--- src/rtl/pattern_tx.sv ---
// Serial pattern transmitter: shifts a latched pattern out MSB-first, repeating it
// a requested number of times with optional idle gaps between repetitions.
module pattern_tx #(
    parameter int unsigned PAT_W   = 8,
    parameter int unsigned REP_W   = 4,
    parameter int unsigned GAP_CYC = 0
) (
    input  logic                         clk,
    input  logic                         rst,
    input  logic                         start_i,
    input  logic [PAT_W-1:0]             pat_i,
    input  logic [$clog2(PAT_W+1)-1:0]   len_i,
    input  logic [REP_W-1:0]             rep_i,
    output logic                         val_o,
    output logic                         vld_o,
    output logic                         busy_o,
    output logic                         done_o
);

    localparam int unsigned LEN_W = $clog2(PAT_W + 1);
    localparam int unsigned IDX_W = $clog2(PAT_W);
    localparam int unsigned GAP_W = (GAP_CYC > 1) ? $clog2(GAP_CYC) : 1;

    typedef enum logic [1:0] {
        S_IDLE  = 2'd0,
        S_SHIFT = 2'd1,
        S_GAP   = 2'd2
    } state_t;

    state_t             r_state;
    logic [PAT_W-1:0]   r_pat;
    logic [LEN_W-1:0]   r_len;
    logic [REP_W-1:0]   r_rep;
    logic [IDX_W-1:0]   r_idx;
    logic [GAP_W-1:0]   r_gap;
    logic               r_val;
    logic               r_vld;
    logic               r_busy;
    logic               r_done;

    state_t             w_state_nxt;
    logic [PAT_W-1:0]   w_pat_nxt;
    logic [LEN_W-1:0]   w_len_nxt;
    logic [REP_W-1:0]   w_rep_nxt;
    logic [IDX_W-1:0]   w_idx_nxt;
    logic [GAP_W-1:0]   w_gap_nxt;
    logic               w_val_nxt;
    logic               w_vld_nxt;
    logic               w_busy_nxt;
    logic               w_done_nxt;

    logic [LEN_W-1:0]   w_len_in;
    logic [REP_W-1:0]   w_rep_in;
    logic [IDX_W-1:0]   w_top_in;
    logic [IDX_W-1:0]   w_top;

    // Argument normalisation at start acceptance; out-of-range lengths mean a full pattern
    always_comb begin
        w_len_in = len_i;
        if ((len_i == '0) || (len_i > LEN_W'(PAT_W))) begin
            w_len_in = LEN_W'(PAT_W);
        end
        w_rep_in = (rep_i == '0) ? REP_W'(1) : rep_i;
        w_top_in = IDX_W'(w_len_in - LEN_W'(1));
        w_top    = IDX_W'(r_len - LEN_W'(1));
    end

    // State and output registers
    always_ff @(posedge clk) begin
        if (rst) begin
            r_state <= S_IDLE;
            r_pat   <= '0;
            r_len   <= '0;
            r_rep   <= '0;
            r_idx   <= '0;
            r_gap   <= '0;
            r_val   <= 1'b0;
            r_vld   <= 1'b0;
            r_busy  <= 1'b0;
            r_done  <= 1'b0;
        end else begin
            r_state <= w_state_nxt;
            r_pat   <= w_pat_nxt;
            r_len   <= w_len_nxt;
            r_rep   <= w_rep_nxt;
            r_idx   <= w_idx_nxt;
            r_gap   <= w_gap_nxt;
            r_val   <= w_val_nxt;
            r_vld   <= w_vld_nxt;
            r_busy  <= w_busy_nxt;
            r_done  <= w_done_nxt;
        end
    end

    // Next-state and next-output logic; r_idx is the index of the bit currently on val_o
    always_comb begin
        w_state_nxt = r_state;
        w_pat_nxt   = r_pat;
        w_len_nxt   = r_len;
        w_rep_nxt   = r_rep;
        w_idx_nxt   = r_idx;
        w_gap_nxt   = r_gap;
        w_val_nxt   = 1'b0;
        w_vld_nxt   = 1'b0;
        w_done_nxt  = 1'b0;

        case (r_state)
            S_IDLE: begin
                if (start_i) begin
                    w_pat_nxt   = pat_i;
                    w_len_nxt   = w_len_in;
                    w_rep_nxt   = w_rep_in;
                    w_idx_nxt   = w_top_in;
                    w_val_nxt   = pat_i[w_top_in];
                    w_vld_nxt   = 1'b1;
                    w_state_nxt = S_SHIFT;
                end
            end

            S_SHIFT: begin
                if (r_idx != '0) begin
                    w_idx_nxt = r_idx - IDX_W'(1);
                    w_val_nxt = r_pat[r_idx - IDX_W'(1)];
                    w_vld_nxt = 1'b1;
                end else if (r_rep > REP_W'(1)) begin
                    w_rep_nxt = r_rep - REP_W'(1);
                    if (GAP_CYC == 0) begin
                        w_idx_nxt = w_top;
                        w_val_nxt = r_pat[w_top];
                        w_vld_nxt = 1'b1;
                    end else begin
                        w_gap_nxt   = GAP_W'((GAP_CYC > 0) ? (GAP_CYC - 1) : 0);
                        w_state_nxt = S_GAP;
                    end
                end else begin
                    w_done_nxt  = 1'b1;
                    w_state_nxt = S_IDLE;
                end
            end

            S_GAP: begin
                if (r_gap == '0) begin
                    w_idx_nxt   = w_top;
                    w_val_nxt   = r_pat[w_top];
                    w_vld_nxt   = 1'b1;
                    w_state_nxt = S_SHIFT;
                end else begin
                    w_gap_nxt = r_gap - GAP_W'(1);
                end
            end

            default: begin
                w_state_nxt = S_IDLE;
            end
        endcase

        w_busy_nxt = (w_state_nxt != S_IDLE);
    end

    assign val_o  = r_val;
    assign vld_o  = r_vld;
    assign busy_o = r_busy;
    assign done_o = r_done;

endmodule
--- config.mk ---
export PLATFORM = sky130hd
export DESIGN_NAME = pattern_tx
export DESIGN_NICKNAME = d
export VERILOG_FILES = /design/src/rtl/pattern_tx.sv
export SDC_FILE = /design/constraint.sdc
export NUM_CORES = 1
export LEC_CHECK = 0
export BUFFER_PORTS_ARGS = -buffer_cell sky130_fd_sc_hd__buf_2
export CAP_MARGIN = 0
export CORE_ASPECT_RATIO = 0.7
export CORE_MARGIN = 2
export CORE_UTILIZATION = 56
export DETAILED_ROUTE_END_ITERATION = 16
export PLACE_DENSITY = 0.89
export SLEW_MARGIN = 25
export SYNTH_ARGS = -nofsm -noshare
export SYNTH_HDL_FRONTEND = slang
export SYNTH_SLANG_ARGS = --single-unit
export TNS_END_PERCENT = 10
--- constraint.sdc ---
create_clock -name clk -period 2.6 [get_ports clk]
set_clock_uncertainty 0.15 [all_clocks]
set_input_delay 0.26 -clock clk [delete_from_list [all_inputs] [get_ports clk]]
set_output_delay 0.26 -clock clk [all_outputs]
set_load 0.02 [all_outputs]
==> results_dict.tcl <==
set metrics [dict create \
    run_status "finished, final reports clean" \
    horiz_die_dim_um 65.2 \
    avgViaCountPerCell 5.85 \
    final_min_period_over_clock_period 0.818 \
    grt_pass1_wl_mm 5.88 \
    finalWirelength_mm 3.56 \
    final_max_slew_viol_count 0 \
    routedWlPerCell_um 15.3 \
    grt_util_met3 0.0432 \
    totalPowerFinal_mw 1.04 \
    post_detailed_route_drc_marker_count 0 \
    max-cap-violations 0 \
    synthDistinctLibCells 39 \
    global_route.usage.met1 0.326 \
    clkTransAtPathRegs_ns 0.09 \
    max_stage_delay_ns 0.45 \
    postCtsSetupBuffers 0 \
    cp_common_cell "sky130_fd_sc_hd__ha_1" \
    via_count 1357 \
    coreArea_sq_um 2480 \
    p_leak_nw 0.682 \
    grt.total_usage 0.265 \
    fmax_mhz 470 \
    worst-setup-path-type "reg -> reg" \
    floorplan.initialDensity 0.592 \
    drive_gt1_frac 0.187 \
    first_iter_violations 80 \
    fp.dieH_um 46.8 \
    clkLatencyLatePin_ns 0.28 \
    synth_enable_flop_cells 0 \
    area_of_the_die_sq_um 3050 \
    layout.nets 227 \
    timing.max_slew.rel_slack 0.682 \
    synth_top_cells_by_count "sky130_fd_sc_hd__nand2_1, sky130_fd_sc_hd__a21oi_1, sky130_fd_sc_hd__dfxtp_1, sky130_fd_sc_hd__nor2_1, sky130_fd_sc_hd__inv_1" \
    cts_buffers 3 \
    detailedPlace.worstSlack_ns 0.530 \
    synth_cells 180 \
    critPathCaptureType "flip-flop" \
    layout.filler_cells 226 \
    first_global_vias 1248 \
    first_pass_iters 4 \
    arrival_ns 2.18 \
    setup_slack_ns 0.473 \
    met2_usage 0.467 \
    area_delta_synth_final_pct 12.9 \
    antenna_violations_before_repair 0 \
    cts.sinks 24 \
    asyncSetResetFlopFracSynth 0 \
    synth_largest_area_cell "sky130_fd_sc_hd__dfxtp_1" \
    clock_tree.htree_level_count 1 \
    antenna-diode-count 0 \
    num_io_pins 23 \
    tritoncts_clock_tree "done" \
    postCtsHoldBufs 0 \
    worst_slew_pin_slew_ns 0.472 \
    power_density_nw_per_um2 630 \
    routabilityCongestion 0.828 \
    detailedPlacementHpwl_mm 2.68 \
    count_of_final_setup_violators 0 \
    synth-warning-count 0 \
    worst_path_max_delay_cell "sky130_fd_sc_hd__dfxtp_1" \
    grt_setup_unrepaired "false" \
    ys_ff_latch 24 \
    holdCritPathClass "in -> reg" \
    postCtsResizedCells 0 \
    rows 15 \
    maximum_number_of_pins_on_one_net_before_global_route_repair 22 \
    synth_largest_type_area_fraction 0.327 \
    post-synth-top-count-cell "sky130_fd_sc_hd__nand2_1" \
    ys_seq_area_frac 0.327 \
    cts_max_path_buffers 2 \
    startpoint_type "flip-flop" \
    tns_ns 0 \
    finalCoreUtilization 0.669 \
    data_required_time_at_the_worst_endpoint_ns 2.66 \
    worst-path-max-fanout 9 \
    hold_violation_total_from_the_final_report 0 \
    layout_min_cycle_time_ns 2.13 \
    gr-total-overflow 0 \
    port_buffers 22 \
    worst_hold_margin_ns 0.0756 \
    synth_area_sq_um 1470 \
    timing.critical_path.cells "inv_1 > ha_1 > ha_1 > nand2_1 > nor4_1 > nor3_2 > o311ai_0 > a21oi_1" \
    synth_nets 208 \
    ant_nets 0 \
    dominantRegCellSynth "sky130_fd_sc_hd__dfxtp_1" \
    busiest_layer "met2" \
    clock_tree.root_cell "sky130_fd_sc_hd__clkbuf_8" \
    synth_top_cells_by_area "sky130_fd_sc_hd__dfxtp_1, sky130_fd_sc_hd__a21oi_1, sky130_fd_sc_hd__ha_1, sky130_fd_sc_hd__nand2_1, sky130_fd_sc_hd__mux4_2" \
    power.ir.vdd_worst_uv 319 \
    synth_area_per_cell_sq_um 8.15 \
]
-- flip-flops by register name, indices dropped and copies added, names as in the netlist --
register	cells
r_len	3
r_state	2
r_idx	3
r_rep	4
done_o	1
r_pat	8
val_o	1
vld_o	1
busy_o	1
-- power by group --
| part | internal (mW) | leakage (nW) | total [mW] | switching, mW |
|---|---|---|---|---|
| registers | 0.400 | 0.197 | 0.427 | 0.0278 |
| logic | 0.120 | 0.449 | 0.282 | 0.162 |
| clock network | 0.206 | 0.0357 | 0.334 | 0.128 |
-- through the flow --
stage | instance area, sq um | cells
floorplan | 1470 | 180
global placement | 1590 | 228
detailed placement | 1590 | 228
CTS | 1660 | 232
global route | 1660 | 232
finish | 1660 | 232
-- per-layer routing --
| metal | share of wire | up-vias |
|---|---|---|
| met5 | 0 | - |
| met3 | 0.056 | 10 |
| met1 | 0.45 | 629 |
| met2 | 0.47 | 48 |
| met4 | 0.024 | 0 |
| li1 | - | 670 |
-- cell families after synthesis --
family,synth area share
AO/OA/AOI/OAI,0.211
XOR/XNOR,0.0179
adder cells (fa/ha/maj),0.0767
buffers and inverters,0.0546
flip-flops,0.327
multiplexers,0.0955
AND/OR/NAND/NOR,0.217
-- layout make-up --
class,count,area (sq um),area share
Multi-Input combinational cell,136,907,0.548
Timing Repair Buffer,22,110,0.0665
Inverter,12,45.0,0.0272
Clock buffer,3,41.3,0.0249
Sequential cell,24,480,0.290
Clock inverter,1,30.0,0.0181
Tap cell,34,42.5,0.0257
-- cell usage in the layout (no fill, tap or decap), types with 4 or more instances in the layout --
cell,netlist,final
sky130_fd_sc_hd__a21oi_1,24,24
sky130_fd_sc_hd__buf_2,4,22
sky130_fd_sc_hd__dfxtp_1,24,24
sky130_fd_sc_hd__ha_1,9,9
sky130_fd_sc_hd__inv_1,11,11
sky130_fd_sc_hd__mux2i_1,5,5
sky130_fd_sc_hd__mux4_2,4,4
sky130_fd_sc_hd__nand2_1,27,27
sky130_fd_sc_hd__nor2_1,16,16
sky130_fd_sc_hd__nor3_1,9,9
sky130_fd_sc_hd__o21ai_0,5,5
-- final timing paths --
path         startpoint  endpoint  slack, ns  cells past startpoint
max reg2reg    r_idx[0]  r_idx[2]       0.47                      8
max            r_idx[0]  r_idx[2]       0.47                      8
min            pat_i[6]  r_pat[6]       0.08                      3
min reg2reg    r_len[2]  r_len[2]       0.32                      2
-- critical path: cells and delay by family, from the launching register on --
family	cells	cell delay (ns)
buf+inv	1	0.07
flops	1	0.45
simple gates	3	0.48
fa+ha+maj	2	0.51
compound gates	2	0.38
No activity file was read; power rests on OpenSTA's default activity.
